--- src/rtl/aes_uart_pkg.sv ---
// Shared types for the UART <-> AES-128 block sequencer.
//   ctrl_state_t : sequencer states
//   aes_block_t  : one 128-bit AES block
//   BLOCK_BYTES  : bytes per AES-128 block
package aes_uart_pkg;

  localparam int unsigned BLOCK_BYTES = 16;

  typedef logic [127:0] aes_block_t;

  typedef enum logic [2:0] {
    S_RX,
    S_HAND,
    S_WAIT,
    S_TX_ISSUE,
    S_TX_BUSY,
    S_TX_GAP
  } ctrl_state_t;

endpackage

--- src/rtl/uart_byte_shift128.sv ---
// 128-bit MSB-first byte shift register shared by the RX and TX paths.
// Ports:
//   clk, rst             : clock, synchronous active-high reset
//   clear                : zero the whole register
//   load, load_data      : parallel load of a 128-bit block
//   shift_in, in_byte    : shift left one byte, new byte enters at [7:0]
//   shift_out            : shift left one byte, zeros enter at [7:0]
//   data                 : full register contents
//   out_byte             : current top byte [127:120]
// Priority: rst > clear > load > shift_in > shift_out.
module uart_byte_shift128 (
  input  logic         clk,
  input  logic         rst,
  input  logic         clear,
  input  logic         load,
  input  logic [127:0] load_data,
  input  logic         shift_in,
  input  logic [7:0]   in_byte,
  input  logic         shift_out,
  output logic [127:0] data,
  output logic [7:0]   out_byte
);

  logic [127:0] data_q;

  always_ff @(posedge clk) begin
    if (rst) begin
      data_q <= '0;
    end else if (clear) begin
      data_q <= '0;
    end else if (load) begin
      data_q <= load_data;
    end else if (shift_in) begin
      data_q <= {data_q[119:0], in_byte};
    end else if (shift_out) begin
      data_q <= {data_q[119:0], 8'h00};
    end
  end

  assign data     = data_q;
  assign out_byte = data_q[127:120];

endmodule

--- src/rtl/uart_aes_block_ctrl.sv ---
// Sequencer between the UART byte interface and the AES-128 core.
// Collects 16 RX bytes into a block (byte 0 = MSB), offers it to the core, takes the result
// and serialises it back out MSB byte first. The UART link is half-duplex per block: RX
// bytes that arrive outside S_RX are dropped and flagged with overrun.
// Ports:
//   uart_clock, uart_reset        : clock, synchronous active-high reset
//   rx_data, rx_valid             : byte from uart_rx, captured on the rising edge of rx_valid
//   tx_ready, tx_start, tx_data   : uart_tx handshake; tx_data held until the next tx_start
//   blk_out_data/valid/ready      : assembled block to the AES core
//   blk_in_data/valid/ready       : result block from the AES core
//   busy                          : low only in S_RX with no bytes collected
//   overrun, timeout              : one-cycle event pulses
module uart_aes_block_ctrl #(
  parameter logic [4:0]  BLOCK_BYTES    = 5'd16,
  parameter logic [7:0]  TX_GAP_CYCLES  = 8'd4,
  parameter logic [23:0] TIMEOUT_CYCLES = 24'd0
) (
  input  logic         uart_clock,
  input  logic         uart_reset,
  input  logic [7:0]   rx_data,
  input  logic         rx_valid,
  input  logic         tx_ready,
  output logic         tx_start,
  output logic [7:0]   tx_data,
  output logic [127:0] blk_out_data,
  output logic         blk_out_valid,
  input  logic         blk_out_ready,
  input  logic [127:0] blk_in_data,
  input  logic         blk_in_valid,
  output logic         blk_in_ready,
  output logic         busy,
  output logic         overrun,
  output logic         timeout
);

  import aes_uart_pkg::*;

  localparam logic [3:0] LastByte = 4'(BLOCK_BYTES - 5'd1);

  ctrl_state_t state_q;
  logic        rx_valid_q;
  logic [3:0]  count_q;
  logic [3:0]  tx_idx_q;
  logic [7:0]  gap_q;
  logic [23:0] idle_q;
  logic        busy_wait_q;

  logic        rx_edge;
  logic [23:0] idle_inc;
  logic        timeout_hit;
  logic        gap_done;
  logic        busy_next;
  logic        sr_load;
  logic        sr_shift_in;
  logic [7:0]  sr_byte;

  always_comb begin
    rx_edge  = rx_valid & ~rx_valid_q;
    idle_inc = (idle_q == '1) ? idle_q : idle_q + 24'd1;
    // An rx_edge in the same cycle beats the timeout.
    timeout_hit = (TIMEOUT_CYCLES != 24'd0) && (state_q == S_RX) && !rx_edge &&
                  (count_q != 4'd0) && (idle_inc == TIMEOUT_CYCLES);
    gap_done    = (state_q == S_TX_GAP) && tx_ready && (gap_q >= TX_GAP_CYCLES);
    sr_load     = (state_q == S_WAIT) && blk_in_valid;
    sr_shift_in = (state_q == S_RX) && rx_edge;

    // busy is registered, so derive it from where the FSM is heading.
    unique case (state_q)
      S_RX:     busy_next = rx_edge || ((count_q != 4'd0) && !timeout_hit);
      S_TX_GAP: busy_next = !(gap_done && (tx_idx_q == LastByte));
      default:  busy_next = 1'b1;
    endcase
  end

  // One register serves both directions; the link is never receiving and sending at once.
  uart_byte_shift128 u_shift (
    .clk       (uart_clock),
    .rst       (uart_reset),
    .clear     (timeout_hit),
    .load      (sr_load),
    .load_data (blk_in_data),
    .shift_in  (sr_shift_in),
    .in_byte   (rx_data),
    .shift_out (gap_done),
    .data      (blk_out_data),
    .out_byte  (sr_byte)
  );

  always_ff @(posedge uart_clock) begin
    if (uart_reset) begin
      state_q       <= S_RX;
      // Reset high so a level held across reset is not mistaken for a new byte.
      rx_valid_q    <= 1'b1;
      count_q       <= '0;
      tx_idx_q      <= '0;
      gap_q         <= '0;
      idle_q        <= '0;
      busy_wait_q   <= 1'b0;
      tx_start      <= 1'b0;
      tx_data       <= '0;
      blk_out_valid <= 1'b0;
      blk_in_ready  <= 1'b0;
      busy          <= 1'b0;
      overrun       <= 1'b0;
      timeout       <= 1'b0;
    end else begin
      rx_valid_q <= rx_valid;
      tx_start   <= 1'b0;
      overrun    <= rx_edge && (state_q != S_RX);
      timeout    <= timeout_hit;
      busy       <= busy_next;

      unique case (state_q)
        S_RX: begin
          if (rx_edge) begin
            idle_q <= '0;
            if (count_q == LastByte) begin
              count_q       <= '0;
              blk_out_valid <= 1'b1;
              state_q       <= S_HAND;
            end else begin
              count_q <= count_q + 4'd1;
            end
          end else if (count_q != 4'd0) begin
            if (timeout_hit) begin
              count_q <= '0;
              idle_q  <= '0;
            end else begin
              idle_q <= idle_inc;
            end
          end
        end

        S_HAND: begin
          if (blk_out_valid && blk_out_ready) begin
            blk_out_valid <= 1'b0;
            blk_in_ready  <= 1'b1;
            state_q       <= S_WAIT;
          end
        end

        S_WAIT: begin
          if (blk_in_valid) begin
            blk_in_ready <= 1'b0;
            tx_idx_q     <= '0;
            state_q      <= S_TX_ISSUE;
          end
        end

        S_TX_ISSUE: begin
          if (tx_ready) begin
            tx_start    <= 1'b1;
            tx_data     <= sr_byte;
            busy_wait_q <= 1'b0;
            state_q     <= S_TX_BUSY;
          end
        end

        S_TX_BUSY: begin
          // A uart_tx that never drops ready is taken to have accepted after two cycles.
          if (!tx_ready || busy_wait_q) begin
            gap_q   <= '0;
            state_q <= S_TX_GAP;
          end else begin
            busy_wait_q <= 1'b1;
          end
        end

        S_TX_GAP: begin
          if (!tx_ready) begin
            gap_q <= '0;
          end else if (gap_done) begin
            if (tx_idx_q == LastByte) begin
              state_q <= S_RX;
            end else begin
              tx_idx_q <= tx_idx_q + 4'd1;
              state_q  <= S_TX_ISSUE;
            end
          end else begin
            gap_q <= gap_q + 8'd1;
          end
        end

        default: state_q <= S_RX;
      endcase
    end
  end

endmodule

--- config.mk ---
export PLATFORM = sky130hd
export DESIGN_NAME = uart_aes_block_ctrl
export DESIGN_NICKNAME = d
export VERILOG_FILES = /design/src/rtl/aes_uart_pkg.sv /design/src/rtl/uart_byte_shift128.sv /design/src/rtl/uart_aes_block_ctrl.sv
export SDC_FILE = /design/constraint.sdc
export NUM_CORES = 1
export LEC_CHECK = 0
export BUFFER_PORTS_ARGS = -buffer_cell sky130_fd_sc_hd__buf_2
export CAP_MARGIN = 10
export CORE_MARGIN = 1
export CORE_UTILIZATION = 45
export CTS_BUF_LIST = sky130_fd_sc_hd__clkbuf_2 sky130_fd_sc_hd__clkbuf_4 sky130_fd_sc_hd__clkbuf_8
export CTS_CLUSTER_SIZE = 16
export DETAILED_ROUTE_END_ITERATION = 16
export HOLD_SLACK_MARGIN = 0.05
export PLACE_DENSITY = 0.8
export SETUP_SLACK_MARGIN = 0.3
export SYNTH_ARGS = -nofsm -noshare
export SYNTH_HDL_FRONTEND = slang
export SYNTH_SLANG_ARGS = --single-unit
--- constraint.sdc ---
create_clock -name uart_clock -period 2.1 [get_ports uart_clock]
set_input_delay 0.21 -clock uart_clock [delete_from_list [all_inputs] [get_ports uart_clock]]
set_output_delay 0.21 -clock uart_clock [all_outputs]
set_load 0.01 [all_outputs]
Word-level counts from Yosys, hierarchy flattened:

Index checks and enable logic that the tools add are counted.

* flip-flop bits (word level): 162
* bits of input ports: 142
* logic and storage cells: 102

* add/subtract/negate cells: 3
* $lt $le $gt $ge: 1
* equality and inequality tests: 18
* multiplexer cells: 35
* bitwise operators: 3
* reductions and logical operators: 29

Operators by type and width (number)
* $mux 128: 3
* $mux 3: 8
* $mux 8: 3
* $mux 4: 5
* $ne 2x2->1 const B: 9
* $pmux 3 s6: 1
* $pmux 8 s2: 1
* $reduce_bool 2->1: 5
* $reduce_and 3->1: 3
* $add 4x1->4 const B: 2
* $add 8x1->8 const B: 1
* $eq 4x4->1 const B: 2
* $ge 8x3->1 const B: 1
* $mux 1: 8
* $pmux 1 s2: 4
* $pmux 4 s2: 1
* $reduce_and 8->1: 1
* $logic_and 1x1->1: 7
* $eq 3x2->1 const B: 2
* $eq 3x3->1 const B: 2
* $reduce_bool 3->1: 2
* $reduce_and 5->1: 1
* $reduce_and 2->1: 2
* $reduce_and 4->1: 1
* other kinds (11): 14

Logic depth before layout (Yosys ltp):

Gate-level depths: netlist of run 1.

* depth after elaboration: 6
* mapped depth: 8
* mapped depth without buffers: 5

Cells and area by module:

Synthesis of run 1 repeated with hierarchy kept, for this count alone.

* cells, all modules: 784
* area, all modules: 8117.8 µm²

By module, submodules not included
* uart_byte_shift128: instances 1, cells an instance 597, area an instance 6553.8 µm², sequential area each 2562.5 µm²
* uart_aes_block_ctrl: instances 1, cells an instance 187, area an instance 1564.0 µm², sequential area each 680.7 µm²

Worst setup path after synthesis of run 1:

Ideal clock, no wire load.

* path kind: register -> register
* from: register gap_q[7]
* to: register gap_q[1]
* data arrival time: 1.856 ns
* required time: 2.030 ns
* slack: 0.175 ns
* stages on the path, launching flop included: 6
* clock period less this slack: 1.925 ns
* path through: dfxtp_1 or4_1 buf_2 o311a_4 or4b_1 a21oi_1

* cells in the longest elaborated chain, start to end: 4

Ends and longest elaborated chain
* from (decl): RTL line uart_aes_block_ctrl.sv:44 `logic [7:0] gap_q;`
* from (signal assigned): RTL line uart_aes_block_ctrl.sv:180 `gap_q <= gap_q + 8'd1;`
* $ge 8x3->1: RTL line uart_aes_block_ctrl.sv:63 `gap_done = (state_q == S_TX_GAP) && tx_ready && (gap_q >= TX_GAP_CYCLES);`
* $logic_and 1x1->1: RTL line uart_aes_block_ctrl.sv:63
* $ne 3x3->1 (no source line)
* $reduce_and 3->1 (no source line)

No other way between the ends.
A chain may end at the register's enable or synchronous reset.

Worst setup path after layout of run 1:

* from: register gap_q[7]
* to: register u_shift.data_q[84], in the netlist u_shift.data[84]

* cells in the longest elaborated chain, start to end: 3

Ends and longest elaborated chain
* $ge 8x3->1: RTL line uart_aes_block_ctrl.sv:63
* $logic_and 1x1->1: RTL line uart_aes_block_ctrl.sv:63
* $reduce_bool 3->1 (no source line)
* to (signal assigned): RTL line uart_byte_shift128.sv:32 `data_q <= load_data;`
* to (signal assigned): RTL line uart_byte_shift128.sv:34 `data_q <= {data_q[119:0], in_byte};`
* to (signal assigned): RTL line uart_byte_shift128.sv:36 `data_q <= {data_q[119:0], 8'h00};`
* to (decl): RTL line uart_byte_shift128.sv:24 `logic [127:0] data_q;`

No other way between the ends.

==> impl_metrics.toml, run 1 <==
[logic_synthesis]
syn_inst = 778
synth_top_area_share_pct = 43.0
yosysWarnings = 0
synth_fp_nets = 925
synth_area_mm2 = 0.00754
avgSynthCellArea_um2 = 9.69
yosys_register_bits = 162
synth_area_leaders = "dfxtp_1, mux2i_1, a211oi_1, nor3_1, a21oi_1"
synth_largest_area_cell = "dfxtp_1"
synthFlopType = "dfxtp_1"
async_reset_ff_share_pct = 0
ys_seq_area_share_pct = 43.0
post_synth_num_cell_types = 54
synth_edf_count = 0

[placement]
place_congestion = 0.886
place_hpwl_mm = 15.3
portBuffers = 282

[power_and_ir_drop]
p_leak_nw = 4.85
cellPowerDensity_mw_per_mm2 = 561
peakVddDrop_mv = 0.453

[floorplanning]
core_mm2 = 0.0161
start_util_pct = 46.8
die_w_um = 131
fp-row-count = 46
io_pins = 284
dieArea_mm2 = 0.0173
die_h_um = 131

[critical_path]
crit_fanout = 10
worstSetupPathType = "register to register"
max_stage_delay_ns = 0.58
worstPathArrival_ns = 2.41
crit_required_ns = 2.44
start_kind = "register"
crit_path_end_kind = "register"
cp_slowest_cell = "or4_4"
path_cells = "or4_4 -> o21bai_4 -> buf_12 -> nand2_8 -> buf_16 -> a211oi_1"

[sta]
final.min_clock_period_ns = 2.08
setup_tns_ns = 0
finalMaxSlewViolations = 0
rsz0062_at_grt = "yes"
max_freq_mhz = 482
skew_ns = 0.0193
finalSetupViolCount = 0
fin_crit_sh_pct = 98.8
hold_violations = 0

[worst_hold_path]
worstHoldPathType = "input port to register"

[layout]
area_growth_pct = 66.5
drive_gt1_share_pct = 55.2
fin_nets = 1275
utilization_pct = 77.9

[route]
vias_per_cell = 6.18
dr.pass1.iters = 5
vias = 8393
wl_mm = 32.8
drcViolationCount = 0
detail-route-antenna-nets = 0
wl_per_cell_um = 24.2
drtIter0Drc = 599

[grt]
track_usage_pct = 29.8
antenna_found_initial = 1
use_met1_pct = 35.3
grt_max_degree = 81
grt_pass1_vias = 7591
use_met3_pct = 5.25
grt_pass1_wl_mm = 40.9
overflow = 0
grt_use_met2_pct = 51.9
grt.busiest_layer = "met2"

[run_status]
outcome = "finished clean"

[cts]
cts-buffers-inserted = 17
cts_tree = "built"
clockRootBuffer = "clkbuf_8"
cts.sink_count = 162
cts.clk_slew.worst_paths_ns = 0.10
clock_path_buffers = 2
insertion_delay_ns = 0.46
cts_htree_levels = 4

[flow_run]
max_cap_violations = 0
-- power breakdown --
| group | total [W] | switching [W] | internal, W |
|---|---|---|---|
| clock network | 0.00250 | 0.00123 | 0.00128 |
| logic | 0.00119 | 0.000582 | 0.000610 |
| registers | 0.00334 | 0.000153 | 0.00319 |
| total | 0.00704 | 0.00196 | 0.00508 |
-- synth_stat cells (9+ instances only) --
cell      instances
a211oi_1        117
a21oi_1          34
a22oi_1           9
buf_2            19
buf_6            13
clkbuf_1         41
dfxtp_1         162
mux2i_1         126
nand2_1          24
nand3_1          13
nor2_1           11
nor3_1          123
-- cells in the final DEF (no fill, tap or decap), drive strengths merged, types with 3 or more instances in the layout --
master / synthesis / routed
o21ai: 7 / 7
and2: 6 / 6
bufinv: 0 / 3
clkinv: 0 / 3
nor3: 124 / 124
clkbuf: 45 / 35
or3: 3 / 3
mux2i: 126 / 126
ha: 5 / 5
inv: 7 / 8
clkinvlp: 0 / 4
a21oi: 34 / 34
nor2: 11 / 11
nand2b: 4 / 4
buf: 36 / 376
a211oi: 124 / 124
dlygate4sd3: 0 / 16
dfxtp: 162 / 162
nand2: 25 / 28
a22oi: 9 / 9
nand3: 13 / 13
o21ba: 1 / 4
or4: 3 / 3
-- area by class of cell --
type,instances,area (um^2)
multi-input cells,533,5160
fillers,949,3560
repair buffers,407,3410
flip-flops and latches,162,3250
clock buffers,21,277
well taps,216,270
clock inverters,11,154
inverters,7,26.3
diodes,1,2.50
-- through the flow --
step	instance area (um^2)	std cells	hold WS, ns	power [W]	worst slack (ns)
after detailed placement	9140	1228	0.438	0.00412	0.0789
after floorplan	7560	778	0.317	0.00377	0.178
after global routing	12600	1358	0.0610	0.00726	0.00305
final	12600	1358	0.0785	0.00704	0.0250
after CTS	10700	1321	0.0551	0.00671	0.172
after global placement	9140	1228	0.435	0.00410	0.121
-- kinds of logic (layout without fill, tap and decap cells) --
group	Yosys count	after routing	share of synthesized area (%)
AND/OR/NAND/NOR	208	211	14.3
AO/OA/AOI/OAI	186	189	18.1
flip-flops	162	162	43.0
multiplexers	126	126	16.7
buffers and inverters	89	446	6.90
adder cells (fa/ha/maj)	5	5	0.830
other	1	2	0.0497
XOR/XNOR	1	1	0.116
-- what timing repair did --
item	CTS	global route
gates resized for setup	49	249
pin swaps	11	183
hold buffers	16	0
gates cloned	20	26
buffers inserted	25	10
setup endpoints to repair	129	139
hold endpoints to repair	11	0
-- final timing paths --
path                            slack [ns]               startpoint  cells past startpoint                             to
worst min-delay path                  0.08           blk_in_data[5]                      3   u_shift.data[5]$_SDFFE_PP0P_
worst max register to register        0.02    gap_q[7]$_SDFFE_PP0P_                      6  u_shift.data[84]$_SDFFE_PP0P_
worst max-delay path                  0.02    gap_q[7]$_SDFFE_PP0P_                      6  u_shift.data[84]$_SDFFE_PP0P_
worst min register to register        0.45  tx_data[6]$_SDFFE_PP0P_                      2        tx_data[6]$_SDFFE_PP0P_
-- metal layers --
| metal | vias to the layer above | wire length (um) |
|---|---|---|
| li1 | 3665 | - |
| met1 | 4011 | 12000 |
| met2 | 582 | 16300 |
| met3 | 135 | 2660 |
| met4 | 0 | 1880 |
| met5 | - | 0 |
-- state kept, by name, summed over array words and instances, names as in the netlist --
register	flops
state_q	3
tx_idx_q	4
rx_valid_q	1
blk_out_valid	1
busy	1
tx_data	8
gap_q	8
count_q	4
busy_wait_q	1
blk_in_ready	1
tx_start	1
u_shift.data	128
overrun	1
-- critical path: cells and delay by family, from the launching register on --
family / cells / cell delay, ns
AOI/OAI and AO/OA: 2 / 0.59
buffers and inverters: 2 / 0.34
DFF: 1 / 0.32
and+or+nand+nor: 2 / 0.70
Power figures use the tool's default switching activity.
==> run 2: changes to the inputs <==
--- a/config.mk
+++ b/config.mk
@@ -5,6 +5,7 @@
 export SDC_FILE = /design/constraint.sdc
 export NUM_CORES = 1
 export LEC_CHECK = 0
+export ABC_AREA = 1
 export BUFFER_PORTS_ARGS = -buffer_cell sky130_fd_sc_hd__buf_2
 export CAP_MARGIN = 10
 export CORE_MARGIN = 1
==> impl_metrics.toml, run 2 <==
[critical_path]
regToRegEndpoint = "u_shift.data[16]$_SDFFE_PP0P_"
max_stage_delay_ns = 0.40
worstSetupPathType = "register to register"
r2r_start = "state_q[1]$_SDFFE_PP0P_"
r2r_slack_ns = 0.38
start_kind = "register"
path_cells = "inv_2 -> nor2_4 -> nand3_4 -> inv_6 -> nor2_8 -> nand2_8 -> buf_12 -> nand3_1 -> nand2_1 -> nor2_1"
worst-r2r-cell-count = 10
crit_fanout = 47
crit_required_ns = 2.45
cp_slowest_cell = "dfxtp_4"
crit_path_end_kind = "register"
worstPathArrival_ns = 2.08

[power_and_ir_drop]
cellPowerDensity_mw_per_mm2 = 655
p_sw_w = 0.00174
combPwrFrac_pct = 12.3
clkPwrFrac_pct = 36.4
intPower_w = 0.00467
peakVddDrop_mv = 0.338
seq_power_share_pct = 51.3
power_w = 0.00641
p_leak_nw = 4.52
swShare_pct = 27.1

[layout]
area_growth_pct = 29.2
final_area_mm2 = 0.00979
largest_reg_flops = 128
final_cell_mix = "nand2_1, buf_2, nor2_1, dfxtp_1, nand3_1"
drive_gt1_share_pct = 24.8
final_common_cell = "nand2_1"
utilization_pct = 59.3
fin_nets = 1586
final_cells = 1672

[grt]
overflow = 0
grt_pass1_wl_mm = 36.2
grt_pass1_vias = 7475
grt_max_degree = 64
antenna_found_initial = 1
track_usage_pct = 25.8

[cts]
cts_htree_levels = 4
cts_tree = "built"
cts.sink_count = 162
cts-buffers-inserted = 17
cts.clk_slew.worst_paths_ns = 0.10
clock_path_buffers = 2
clockRootBuffer = "clkbuf_8"
insertion_delay_ns = 0.46

[floorplanning]
start_util_pct = 45.9
fp-row-count = 47
dieArea_mm2 = 0.0174
die_w_um = 132
die_h_um = 132
core_mm2 = 0.0165
io_pins = 284

[sta]
hold_violations = 0
skew_ns = 0.0160
fin_crit_sh_pct = 82.0
relSlewSlack_pct = 56.1
rsz0062_at_grt = "yes"
final.min_clock_period_ns = 1.72
setup_tns_ns = 0
max_freq_mhz = 580
tightest_slew_ns = 0.659
finalMaxSlewViolations = 0
finalSetupViolCount = 0

[logic_synthesis]
synth_fa_ha_area_share_pct = 0.826
synth.area.mux_share_pct = 0
syn_inst = 1187
synthFlopType = "dfxtp_1"
yosysMostFrequentCell = "nand2_1"
yosys-top-cells-count = "nand2_1, nor2_1, dfxtp_1, nand3_1, a21oi_1"
synth_top_area_share_pct = 42.8
yosys.area_share.simple_pct = 46.7
yosysWarnings = 0
synth_top_family_by_area = "simple AND/OR/NAND/NOR gates"
synth_largest_area_cell = "dfxtp_1"
synth-compound-area-share_pct = 2.86
post_synth_num_cell_types = 24
synth_area_leaders = "dfxtp_1, nand2_1, nor2_1, nand3_1, a21oi_1"
synth_xor_area_share_pct = 0
avgSynthCellArea_um2 = 6.38
async_reset_ff_share_pct = 0
synth_edf_count = 0
yosys_register_bits = 162
synth_area_mm2 = 0.00758
ys_seq_area_share_pct = 42.8
synth_fp_nets = 1334

[route]
wl_mm = 22.7
drtIter0Drc = 608
dr.pass1.iters = 5
vias = 8376
detail-route-antenna-nets = 0
drcViolationCount = 0
vias_per_cell = 5.01
wl_per_cell_um = 13.6

[placement]
place_hpwl_mm = 15.2
portBuffers = 282
post_dp_cell_area_mm2 = 0.00912
placed_cells = 1629
place_congestion = 0.869

[worst_hold_path]
worstHoldPathType = "input port to register"
whs_endpoint = "u_shift.data[47]$_SDFFE_PP0P_"
hold_depth = 5
holdCritStartpoint = "blk_in_data[47]"

[run_status]
outcome = "finished clean"

[flow_run]
max_cap_violations = 0
run 2: changes by cell type in the layout (fill, tap and decap cells not counted), moves of 24 or more:
| cell | before | now |
|---|---|---|
| nand3_1 | 10 | 158 |
| nor3_4 | 60 | 0 |
| nor3_2 | 30 | 0 |
| nor2_1 | 11 | 259 |
| nand2_1 | 23 | 433 |
| buf_4 | 35 | 11 |
| mux2i_1 | 120 | 0 |
| nor3_1 | 34 | 2 |
| a211oi_1 | 51 | 0 |
| a211oi_2 | 72 | 0 |
run 2: power by group through the flow:
stage	logic, W	clock network [W]	registers (W)
after floorplan	0.000383	0	0.00340
after global placement	0.000758	0	0.00336
after detailed placement	0.000768	0	0.00336
after CTS	0.000773	0.00237	0.00329
after global routing	0.000883	0.00248	0.00331
final	0.000787	0.00233	0.00329
run 2: kinds of logic after synthesis:
| kind of cell | after synthesis |
|---|---|
| AND/OR/NAND/NOR | 869 |
| other | 1 |
| flip-flops | 162 |
| buffers and inverters | 107 |
| AO/OA/AOI/OAI | 43 |
| adder cells (fa/ha/maj) | 5 |
run 2: how the worst max path moves through the flow:
| stage | start | end | depth (start not counted) | slack, ns |
|---|---|---|---|---|
| floorplan | state_q[2]$_SDFFE_PP0P_ | u_shift.data[100]$_SDFFE_PP0P_ | 11 | 0.53 |
| global placement | state_q[0]$_SDFFE_PP0P_ | tx_idx_q[1]$_SDFFE_PP0P_ | 7 | 0.28 |
| detailed placement | state_q[2]$_SDFFE_PP0P_ | tx_idx_q[1]$_SDFFE_PP0P_ | 7 | 0.22 |
| CTS | state_q[0]$_SDFFE_PP0P_ | u_shift.data[77]$_SDFFE_PP0P_ | 9 | 0.31 |
| global route | state_q[1]$_SDFFE_PP0P_ | u_shift.data[16]$_SDFFE_PP0P_ | 10 | 0.26 |
| finish | state_q[1]$_SDFFE_PP0P_ | u_shift.data[16]$_SDFFE_PP0P_ | 10 | 0.38 |
run 2: metrics by stage:
step                worst slack [ns]  hold WS (ns)
global route                   0.262        0.0859
CTS                            0.306        0.0545
global placement               0.283         0.417
floorplan                      0.535         0.317
detailed placement             0.218         0.424
finish                         0.377        0.0728
run 2: repair_timing:
| item | CTS | global route |
|---|---|---|
| endpoints found under the setup margin | 84 | 133 |
| hold endpoints to repair | 2 | 0 |
| pin swaps | 0 | 1 |
| gates cloned | 2 | 4 |
| hold buffers | 2 | 0 |
| setup buffers | 0 | 3 |
| gates resized for setup | 4 | 16 |
run 2: metal layers:
metal | global-route usage (%) | part of all wire [%] | vias to the layer above
met4 | 12.5 | 3.3 | 0
met1 | 32.5 | 42 | 3747
met2 | 41.9 | 47 | 370
met5 | 0 | 0 | -
li1 | - | - | 4210
met3 | 5.54 | 7.2 | 49
run 2: critical path: cells and delay by family (launching register included):
family / cells / cell delay (ns)
simple gates: 7 / 0.75
buf+inv: 3 / 0.45
flops: 1 / 0.40
run 2: cell type report:
class	count	area, um^2
fill	1552	6730
multi-input combinational	919	3860
sequential	162	3250
timing repair buffer	311	1890
tap	220	275
clock buffer	20	269
clock inverter	11	131
inverter	28	113
antenna	1	2.50
==> run 3: changes to the inputs <==
--- a/config.mk
+++ b/config.mk
@@ -5,7 +5,7 @@
 export SDC_FILE = /design/constraint.sdc
 export NUM_CORES = 1
 export LEC_CHECK = 0
-export ABC_AREA = 1
+export ABC_AREA = 0
 export BUFFER_PORTS_ARGS = -buffer_cell sky130_fd_sc_hd__buf_2
 export CAP_MARGIN = 10
 export CORE_MARGIN = 1
==> constraint.sdc (replaced) <==
create_clock -name uart_clock -period 1.8 [get_ports uart_clock]
set_input_delay 0.18 -clock uart_clock [delete_from_list [all_inputs] [get_ports uart_clock]]
set_output_delay 0.18 -clock uart_clock [all_outputs]
set_load 0.01 [all_outputs]
==> impl_metrics.toml, run 3 (synthesis results as in run 1) <==
[critical_path]
crit_required_ns = 2.12
crit_fanout = 51
crit_path_end_kind = "register"
worstSetupPathType = "register to register"
start_kind = "register"
worstPathArrival_ns = 2.21

[cts]
cts_htree_levels = 4
clockRootBuffer = "clkbuf_8"
cts_tree = "built"
insertion_delay_ns = 0.45
cts.clk_slew.worst_paths_ns = 0.09
cts.sink_count = 162
clock_path_buffers = 2
cts-buffers-inserted = 17

[sta]
hold_violations = 0
fin_ws_ns = -0.0882
setup_tns_ns = -3.66
finalSetupViolCount = 107
finalMaxSlewViolations = 0
fin_crit_sh_pct = 105
skew_ns = 0.0114
final.min_clock_period_ns = 1.89
hold_ws_ns = 0.0708
rsz0062_at_grt = "yes"
max_freq_mhz = 530

[route]
wl_mm = 25.5
wl_per_cell_um = 19.3
vias = 7675
dr.pass1.iters = 5
drcViolationCount = 0
vias_per_cell = 5.80
drtIter0Drc = 523
detail-route-antenna-nets = 0

[run_status]
violations = "setup timing"
outcome = "complete, but fails checks"

[floorplanning]
fp-row-count = 46
dieArea_mm2 = 0.0173
start_util_pct = 46.8
io_pins = 284
die_h_um = 131
die_w_um = 131
core_mm2 = 0.0161

[layout]
final_common_cell = "buf_2"
fin_nets = 1241
drive_gt1_share_pct = 48.2
utilization_pct = 68.9
fillers = 1188
area_growth_pct = 47.2
largest_reg_flops = 128
final_cell_mix = "buf_2, dfxtp_1, mux2i_1, a211oi_1, nor3_2"

[power_and_ir_drop]
peakVddDrop_mv = 0.440
p_leak_nw = 4.21
cellPowerDensity_mw_per_mm2 = 717

[grt]
track_usage_pct = 26.8
grt_max_degree = 58
grt_pass1_wl_mm = 37.3
antenna_found_initial = 1
grt_pass1_vias = 7151
overflow = 0

[placement]
place_congestion = 0.840
pre_cts_ws_ns = -0.119
place_hpwl_mm = 15.4
portBuffers = 282

[worst_hold_path]
worstHoldPathType = "input port to register"

[flow_run]
max_cap_violations = 0
run 3: cell types whose count changed in the layout (fill, tap and decap cells not counted), moves of 47 or more:
cell      before  now
mux2i_1        0  115
nand2_1      433   24
nor3_2         0   59
a211oi_1       0   73
nor2_1       259   11
nor3_1         2   54
a211oi_2       0   47
nand3_1      158   12
run 3: path summary, 6_finish.rpt:
check | depth (start not counted) | endpoint | slack [ns] | from
setup / recovery | 6 | u_shift.data[75]$_SDFFE_PP0P_ | -0.09 | gap_q[4]$_SDFFE_PP0P_
hold / removal | 3 | u_shift.data[81]$_SDFFE_PP0P_ | 0.07 | blk_in_data[81]
setup reg to reg | 6 | u_shift.data[75]$_SDFFE_PP0P_ | -0.09 | gap_q[4]$_SDFFE_PP0P_
hold reg to reg | 2 | tx_data[0]$_SDFFE_PP0P_ | 0.46 | tx_data[0]$_SDFFE_PP0P_
run 3: routing by layer:
metal | vias to the layer above | part of all wire [%] | GRT usage (%)
met2 | 359 | 50 | 45.1
met5 | - | 0 | 0
li1 | 3552 | - | -
met3 | 60 | 6.4 | 5.36
met4 | 0 | 3.0 | 11.5
met1 | 3704 | 40 | 33.3
run 3: layout make-up:
type	count	area, um^2	area share (%)
inverters	7	26.3	0.237
clock inverters	13	184	1.66
multi-input cells	527	4550	41.0
repair buffers	379	2560	23.1
flip-flops and latches	162	3250	29.3
clock buffers	19	255	2.30
diodes	1	2.50	0.0226
well taps	216	270	2.44
run 3: timing repair:
item,4_1_cts,5_1_grt
resized for setup,52,113
setup buffers,2,10
pin swaps,3,8
endpoints found under the hold margin,21,1
cloned,2,5
setup endpoints to repair,143,150
hold buffers,28,1
run 3: critical path: stages (launching register included):
cell	delay (ns)
dfxtp_1	0.31
or4_4	0.53
buf_4	0.17
o21ba_4	0.22
buf_12	0.20
nor3_1	0.22
a211oi_1	0.08
run 3: per-stage QoR:
step / std cells / total power [W] / cell area, um^2
floorplan: 778 / 0.00440 / 7570
global placement: 1243 / 0.00480 / 9300
detailed placement: 1243 / 0.00482 / 9300
CTS: 1307 / 0.00782 / 10300
global route: 1324 / 0.00824 / 11100
finish: 1324 / 0.00796 / 11100
run 3: where the power goes:
group	switching, W	internal [W]
clock	0.00139	0.00157
sequential	0.000154	0.00373
combinational	0.000558	0.000562
total	0.00210	0.00585
